## config.mk

```make
export PLATFORM = sky130hd
export DESIGN_NAME = keypad_scan_buffer
export DESIGN_NICKNAME = d
export VERILOG_FILES = /design/src/rtl/keypad_scan_buffer.sv
export SDC_FILE = /design/constraint.sdc
export NUM_CORES = 1
export LEC_CHECK = 0
export ABC_AREA = 0
export BUFFER_PORTS_ARGS = -buffer_cell sky130_fd_sc_hd__buf_4
export CAP_MARGIN = 30
export CORE_UTILIZATION = 46
export DETAILED_ROUTE_END_ITERATION = 10
export PLACE_DENSITY = 0.69
export SLEW_MARGIN = 20
export SYNTH_ARGS = -nofsm -noshare
export SYNTH_HDL_FRONTEND = slang
export SYNTH_SLANG_ARGS = --single-unit
```

## constraint.sdc

```tcl
create_clock -name clk -period 2.7 [get_ports clk]
set_input_delay 0.135 -clock clk [delete_from_list [all_inputs] [get_ports clk]]
set_output_delay 0.135 -clock clk [all_outputs]
set_load 0.01 [all_outputs]
```

## src/rtl/keypad_scan_buffer.sv

```systemverilog
// rtl/keypad_scan_buffer.sv - matrix keypad scan/debounce, hex digit buffer, event port, 7-seg mux
// Optional KEYSCAN_BLANK_EN: blank display positions not yet filled by an accepted key.
module keypad_scan_buffer #(
  parameter int ROWS     = 4,
  parameter int COLS     = 4,
  parameter int NDIGITS  = 4,
  parameter int SCANBITS = 3,
  parameter int DEBOUNCE = 2
) (
  input  logic                 clk,
  input  logic                 reset,
  input  logic [ROWS-1:0]      rows,
  output logic [COLS-1:0]      cols,
  output logic                 key_valid,
  input  logic                 key_ready,
  output logic [3:0]           key_hex,
  output logic                 overrun,
  output logic [4*NDIGITS-1:0] digits,
  output logic [6:0]           seg,
  output logic [NDIGITS-1:0]   dig_en
);
  localparam int CW = (COLS > 1) ? $clog2(COLS) : 1;
  localparam int DW = $clog2(NDIGITS);

  typedef enum logic [1:0] {SCAN, PRESS, HELD, RELEASE} state_t;

  state_t              state;
  logic [SCANBITS-1:0] counter;
  logic [CW-1:0]       col;
  logic [CW-1:0]       col_next;
  logic [1:0]          row_r;
  logic [1:0]          top_r;
  logic [1:0]          accept_row;
  logic [3:0]          cnt;
  logic [3:0]          accept_hex;
  logic [3:0]          shown;
  logic [DW-1:0]       disp;
  logic [DW-1:0]       disp_next;
  logic [6:0]          seg_next;
  logic                tick;
  logic                any_row;
  logic                row_hi;
  logic                accept;
  logic                advance;

  function automatic logic [COLS-1:0] col_onehot(input logic [CW-1:0] idx);
    col_onehot = '0;
    for (int i = 0; i < COLS; i++)
      if (CW'(i) == idx) col_onehot[COLS-1-i] = 1'b1;
  endfunction

  // Indexed by {column, row counted from the top}.
  function automatic logic [3:0] hex_of(input logic [1:0] c, input logic [1:0] r);
    case ({c, r})
      4'b0000: hex_of = 4'h1;
      4'b0001: hex_of = 4'h4;
      4'b0010: hex_of = 4'h7;
      4'b0011: hex_of = 4'hE;
      4'b0100: hex_of = 4'h2;
      4'b0101: hex_of = 4'h5;
      4'b0110: hex_of = 4'h8;
      4'b0111: hex_of = 4'h0;
      4'b1000: hex_of = 4'h3;
      4'b1001: hex_of = 4'h6;
      4'b1010: hex_of = 4'h9;
      4'b1011: hex_of = 4'hF;
      4'b1100: hex_of = 4'hA;
      4'b1101: hex_of = 4'hB;
      4'b1110: hex_of = 4'hC;
      default: hex_of = 4'hD;
    endcase
  endfunction

  function automatic logic [6:0] seg_of(input logic [3:0] h);
    case (h)
      4'h0: seg_of = 7'b1000000;
      4'h1: seg_of = 7'b1111001;
      4'h2: seg_of = 7'b0100100;
      4'h3: seg_of = 7'b0110000;
      4'h4: seg_of = 7'b0011001;
      4'h5: seg_of = 7'b0010010;
      4'h6: seg_of = 7'b0000010;
      4'h7: seg_of = 7'b1111000;
      4'h8: seg_of = 7'b0000000;
      4'h9: seg_of = 7'b0010000;
      4'hA: seg_of = 7'b0001000;
      4'hB: seg_of = 7'b0000011;
      4'hC: seg_of = 7'b1000110;
      4'hD: seg_of = 7'b0100001;
      4'hE: seg_of = 7'b0000110;
      default: seg_of = 7'b0001110;
    endcase
  endfunction

  assign tick     = &counter;
  assign col_next = (col == CW'(COLS-1)) ? '0 : col + 1'b1;

  // Descending loop so the topmost (lowest index) high row wins.
  always_comb begin
    any_row = |rows;
    top_r   = 2'd0;
    for (int r = ROWS-1; r >= 0; r--)
      if (rows[ROWS-1-r]) top_r = 2'(r);
    row_hi = 1'b0;
    for (int r = 0; r < ROWS; r++)
      if (2'(r) == row_r) row_hi = rows[ROWS-1-r];
  end

  // The detect tick in SCAN counts as the first press sighting.
  always_comb begin
    accept  = 1'b0;
    advance = 1'b0;
    if (tick) begin
      case (state)
        SCAN: begin
          accept  = any_row && (DEBOUNCE == 1);
          advance = !any_row;
        end
        PRESS: begin
          accept  = row_hi && ((5'(cnt) + 5'd2) == 5'(DEBOUNCE));
          advance = !row_hi;
        end
        RELEASE: advance = !row_hi && ((5'(cnt) + 5'd1) == 5'(DEBOUNCE));
        default: ;
      endcase
    end
    accept_row = (state == SCAN) ? top_r : row_r;
    accept_hex = hex_of(2'(col), accept_row);
  end

  always_comb begin
    disp_next = (disp == DW'(NDIGITS-1)) ? '0 : disp + 1'b1;
    shown     = 4'h0;
    for (int i = 0; i < NDIGITS; i++)
      if (DW'(i) == disp_next) shown = digits[4*i +: 4];
  end

`ifdef KEYSCAN_BLANK_EN
  localparam int OW = $clog2(NDIGITS+1);
  localparam logic [6:0] SEG_RST = 7'b1111111;
  logic [OW-1:0] occ;

  always_ff @(posedge clk) begin
    if (reset)
      occ <= '0;
    else if (accept && (occ != OW'(NDIGITS)))
      occ <= occ + 1'b1;
  end

  assign seg_next = (int'(disp_next) >= int'(occ)) ? 7'b1111111 : seg_of(shown);
`else
  localparam logic [6:0] SEG_RST = 7'b1000000;
  assign seg_next = seg_of(shown);
`endif

  always_ff @(posedge clk) begin
    if (reset) begin
      state     <= SCAN;
      counter   <= '0;
      col       <= '0;
      cols      <= col_onehot(CW'(0));
      row_r     <= 2'd0;
      cnt       <= 4'd0;
      digits    <= '0;
      key_valid <= 1'b0;
      key_hex   <= 4'h0;
      overrun   <= 1'b0;
      disp      <= '0;
      dig_en    <= {{(NDIGITS-1){1'b0}}, 1'b1};
      seg       <= SEG_RST;
    end else begin
      counter <= counter + 1'b1;

      if (key_valid && key_ready)
        key_valid <= 1'b0;
      if (accept) begin
        digits    <= {digits[4*NDIGITS-5:0], accept_hex};
        key_hex   <= accept_hex;
        key_valid <= 1'b1;
        if (key_valid && !key_ready)
          overrun <= 1'b1;
      end

      if (advance) begin
        col  <= col_next;
        cols <= col_onehot(col_next);
      end

      if (tick) begin
        case (state)
          SCAN: if (any_row) begin
            row_r <= top_r;
            cnt   <= 4'd0;
            state <= (DEBOUNCE == 1) ? HELD : PRESS;
          end
          PRESS: begin
            if (!row_hi)
              state <= SCAN;
            else begin
              cnt <= cnt + 4'd1;
              if (accept) state <= HELD;
            end
          end
          HELD: if (!row_hi) begin
            cnt   <= 4'd0;
            state <= RELEASE;
          end
          default: begin
            if (row_hi)
              state <= HELD;
            else if (advance)
              state <= SCAN;
            else
              cnt <= cnt + 4'd1;
          end
        endcase

        disp   <= disp_next;
        dig_en <= {dig_en[NDIGITS-2:0], dig_en[NDIGITS-1]};
        seg    <= seg_next;
      end
    end
  end
endmodule

```

* Yosys cells after proc, flatten, opt, wreduce, memory -nomap -nowiden
Memory sizes are Yosys's and may differ from the RTL's. A register that Yosys moved wholly into a read port is not among the register bits.
Cells that the tools add are included.
Widths: inputs -> output; s select.
** Storage, ports and cells
- Bits in registers :: 45
- Bits in read-only memories :: 176
- Input port bits :: 7
- Output and inout bits :: 37
- Logic and storage cells :: 99
- Memories kept :: 2
** Operators by class
- Add/subtract/negate cells :: 6
- Equality and inequality tests :: 22
- Multiplexer cells :: 38
- Reduce and logical (&&, ||, !) cells :: 19
** Memories
- (name not given) :: depth 16, bits a word 7, read ports 1, clocked after Yosys merged registers in 1, write ports 0, line 75 : case (h)
- (name not given) :: depth 16, bits a word 4, read ports 1, clocked after Yosys merged registers in 0, write ports 0, line 54 : case ({c, r})
** Operator list (count)
- $mux 4 :: 9
- $mux 2 :: 13
- $mux 1 :: 13
- $eq 2x2->1 const A :: 6
- $pmux 4 s3 :: 1
- $eq 5x2->1 const B :: 2
- $eq 2x2->1 const B :: 4
- $logic_not 2->1 :: 4
- $reduce_and 8->1 :: 1
- $reduce_and 7->1 :: 1
- $eq 1x2->1 const A :: 3
- $ne 2x2->1 const B :: 3
- $pmux 2 s3 :: 1
- $add 4x1->5 const B :: 1
- $add 4x2->5 const B :: 1
- $reduce_and 5->1 :: 1
- $reduce_bool 5->1 :: 1
- $add 2x1->2 const B :: 2
- $add 4x1->4 const B :: 1
- $logic_and 1x1->1 :: 4
- $ne 4x2->1 const B :: 1
- $reduce_or 4->1 :: 1
- $add 3x1->3 const B :: 1
- $logic_not 1->1 :: 3
- other kinds (7) :: 7

* Depth between registers and ports, before layout
- Word-level depth :: 12
- Gate-level depth with buffers :: 11
- Mapped depth without buffers :: 10

* Least setup slack after synthesis
OpenSTA, ideal clock, no wires.
- Path kind :: flip-flop to flip-flop
- Start point :: register disp[0]
- End point :: register seg[6]
- Library setup time :: 0.133 ns
- Arrival time :: 2.370 ns
- Data required time :: 2.567 ns
- Setup slack :: 0.197 ns
- Stages on the path, launching flop included :: 11
- Path buffers :: 1
- Path through :: dfxtp_1 > inv_1 > ha_1 > buf_2 > nor2b_1 > a211oi_1 > inv_1 > ha_1 > mux2_1 > a211oi_1 > o21ai_1
** On the way
- Cells in the longest elaborated chain, start to end :: 7
** Ends and longest elaborated chain
- from (decl) :: line 37 : logic [DW-1:0] disp;
- from (signal assigned) :: line 218 : disp <= disp_next;
- $add 2x1->2 / $eq 2x2->1 (equally long branches) :: line 132 : disp_next = (disp == DW'(NDIGITS-1)) ? '0 : disp + 1'b1;
- $mux 2 * :: line 132
- $logic_not 2->1 :: line 135 : if (DW'(i) == disp_next) shown = digits[4*i +: 4];
- $mux 4 (3 in a row) :: line 135
- $mux 4 * :: line 135
- to (decl) :: line 19 : output logic [6:0] seg,
Every way passes the cells marked *; elsewhere a longest branch is shown, timed or not.
A chain may end at the register's enable or synchronous reset.

* Worst setup path in the final report
Ends and elaborated chain as after synthesis.

==> metrics.cfg <==
[outcome]
status = finished clean

[clocking]
clkLatencyLatePin_ps = 310
clkSlewWorstSetupHoldPaths_ps = 90
cts_buffers = 5
post_cts_buffers = 0
cts_tree = done
numClockSinks = 48
cts.path.max_buffers = 2
cts_root_buf = clkbuf_8
cts_resized = 0
hold_buffers = 0
cts.htree.levels = 2

[sta]
finClkSkew_ps = 5.004
fmax_mhz = 420.3
final-setup-viol-count = 0
fin_crit_ps = 2379
post-route-period-util_pct = 88.12
hold_slack_ps = 119.1
hold_viol_final = 0
grt_setup_unrepaired = no
fin_ws_ps = 320.7
tightestPinTransition_ps = 616.6
slew_headroom_pct = 58.51
maxSlewViolCount = 0
tns_ps = 0

[floorplan]
core_um2 = 5886
die_area_um2 = 6412
rows = 28
start_util_pct = 47.64
ios = 44
die_y_um = 80.08
die_x_um = 80.08

[grt]
grt_antenna_before_repair = 0
grt.overflow.total = 0
grtUsageTotal_pct = 20.08
grt_max_degree = 42
grt_pass1_wl_um = 10110
grt_pass1_vias = 2103

[cells_and_area]
area_growth_pct = 18.34
antenna_cells = 0
fillerInstances = 543
final_cell_area_um2 = 3318
final_layout_size_suffix_gt1_share_pct = 20.00
num-nets-final = 376

[setup_path]
cp_max_fo = 8
r2r_slack_ps = 320
path_class = reg -> reg
crit_required_ps = 2880
worstPathArrival_ps = 2560
rr_worst_depth = 9
endpoint_kind = register
reg2reg_to = seg[6]
start_kind = register
rr_startpoint = disp[0]

[route]
post_drt_wl_per_cell_um = 13.99
vias = 2335
viasPerCell = 5.494
route.detailed.drc = 0
final_antenna_net_count = 0
totalWireLength_um = 5946
first_pass_iters = 4
initialDrtViolationCount = 130

[placement]
dp_slack_ps = 317.3
placed_area_um2 = 3159
dp_hpwl_um = 4215
portBuffers = 43
gp_congestion = 0.7983

[yosys]
synth_nets = 339
async_flop_share_pct = 0
yosysWarnings = 0
ys_types = 56
synth_ff_type = dfxtp_1
avgSynthCellArea_um2 = 8.987
synth_cells = 312
synth_area_um2 = 2804
synth_edf_count = 0
seq_area_frac_synth_pct = 34.27
ys_ff_latch = 48

[power]
powerDensity_nw_per_um2 = 451.9
power.leakage_uw = 0.001331
peakVddDrop_v = 0.0003113

[worst_hold_path]
hold_class = in -> reg
whs_endpoint = row_r[1]
worstHoldStart = rows[3]
holdPathStages = 3

[flow_run]
cap_violations = 0

==> layout by cell type (no fill, tap or decap), drive strengths merged, types with 3 or more instances in the layout <==
master	count
buf	49
dfxtp	48
nor2	35
mux2i	27
ha	20
nand2	19
inv	16
o21ai	13
a21oi	12
nor3	9
a211oi	9
nand3	8
nor2b	8
nand3b	5
nor3b	5
clkbuf	5
a31oi	4
a311oi	4
a211o	3
nand2b	3
a21o	3
a221oi	3
o211ai	3
and3	3
bufinv	3
o31ai	3
==> how the worst max path moves through the flow <==
stage	start	to	cells past startpoint
CTS	disp[0]	seg[6]	9
detailed placement	disp[0]	seg[6]	9
finish	disp[0]	seg[6]	9
global route	disp[0]	seg[6]	9
global placement	disp[0]	seg[6]	9
floorplan	disp[0]	seg[6]	10
==> flip-flops by register name, summed over array words and instances, names as in the netlist, named ones only <==
register	count
digits	13
seg	7
cnt	4
cols	4
dig_en	4
counter	3
key_hex	3
col	2
disp	2
row_r	2
key_valid	1
overrun	1
state	1
==> kinds of logic (layout without fill, tap and decap cells) <==
family	Yosys count	count (layout)	share of synthesized area, %
xor gates and xnor gates	2	2	0.6248
muxes	29	29	10.84
DFF	48	48	34.27
AOI/OAI and AO/OA	71	71	19.63
adders and majority gates	20	20	8.925
buffers and inverters	37	75	6.203
and+or+nand+nor	105	105	19.50
==> synthesized netlist by cell type, drive strengths merged (3+ instances only) <==
cell / number / share of area, %
nand2: 19 / 2.5
nor3: 9 / 1.6
nor2b: 8 / 2.1
a311oi: 4 / 1.9
o31ai: 3 / 1.3
a211oi: 9 / 2.6
nor3b: 5 / 1.3
dfxtp: 48 / 34
nand3: 8 / 1.4
clkbuf: 5 / 0.67
nor2: 35 / 4.8
and3: 3 / 0.67
nand2b: 3 / 0.67
a21o: 3 / 0.80
mux2i: 27 / 9.6
nand3b: 5 / 1.3
ha: 20 / 8.9
inv: 16 / 2.1
buf: 14 / 3.1
o211ai: 3 / 0.80
a21oi: 12 / 2.1
a211o: 3 / 0.94
o21ai: 13 / 2.3
a31oi: 4 / 0.89
a221oi: 3 / 0.94
==> through the flow <==
step	total power (µW)	utilization, %	instances
finish	1500	56.38	425
global route	1554	56.38	425
CTS	1514	56.38	425
detailed placement	797.7	53.68	417
global placement	796.0	53.68	417
floorplan	775.5	-	312
==> power by group <==
| group | switching (µW) | internal, µW |
|---|---|---|
| logic | 39.1 | 26.1 |
| registers | 3.39 | 712 |
| clock network | 256 | 463 |
==> layout make-up <==
class / count / area, µm² / area share [%]
multi-input combinational: 227 / 1669 / 50.30
timing repair buffer: 49 / 367.9 / 11.09
inverter: 18 / 67.56 / 2.036
clock buffer: 5 / 68.82 / 2.074
tap: 75 / 93.84 / 2.828
sequential: 48 / 960.9 / 28.96
clock inverter: 3 / 90.09 / 2.715
==> layer usage <==
| metal | share of wire (%) | up-vias | GRT usage [%] |
|---|---|---|---|
| li1 | - | 1188 | - |
| met1 | 50 | 1084 | 27.75 |
| met2 | 44 | 54 | 30.60 |
| met3 | 5.0 | 9 | 4.432 |
| met4 | 1.5 | 0 | 6.964 |
| met5 | 0 | - | 0 |
==> worst max-delay path, cell delays in order (launching register included) <==
cell	delay, ps
dfxtp_1	400
inv_1	90
ha_1	290
a211oi_1	270
a211o_1	300
inv_1	100
ha_1	220
mux2_1	290
a211oi_1	230
o21ai_1	80
Note: power is estimated with default switching activity, not from simulation.
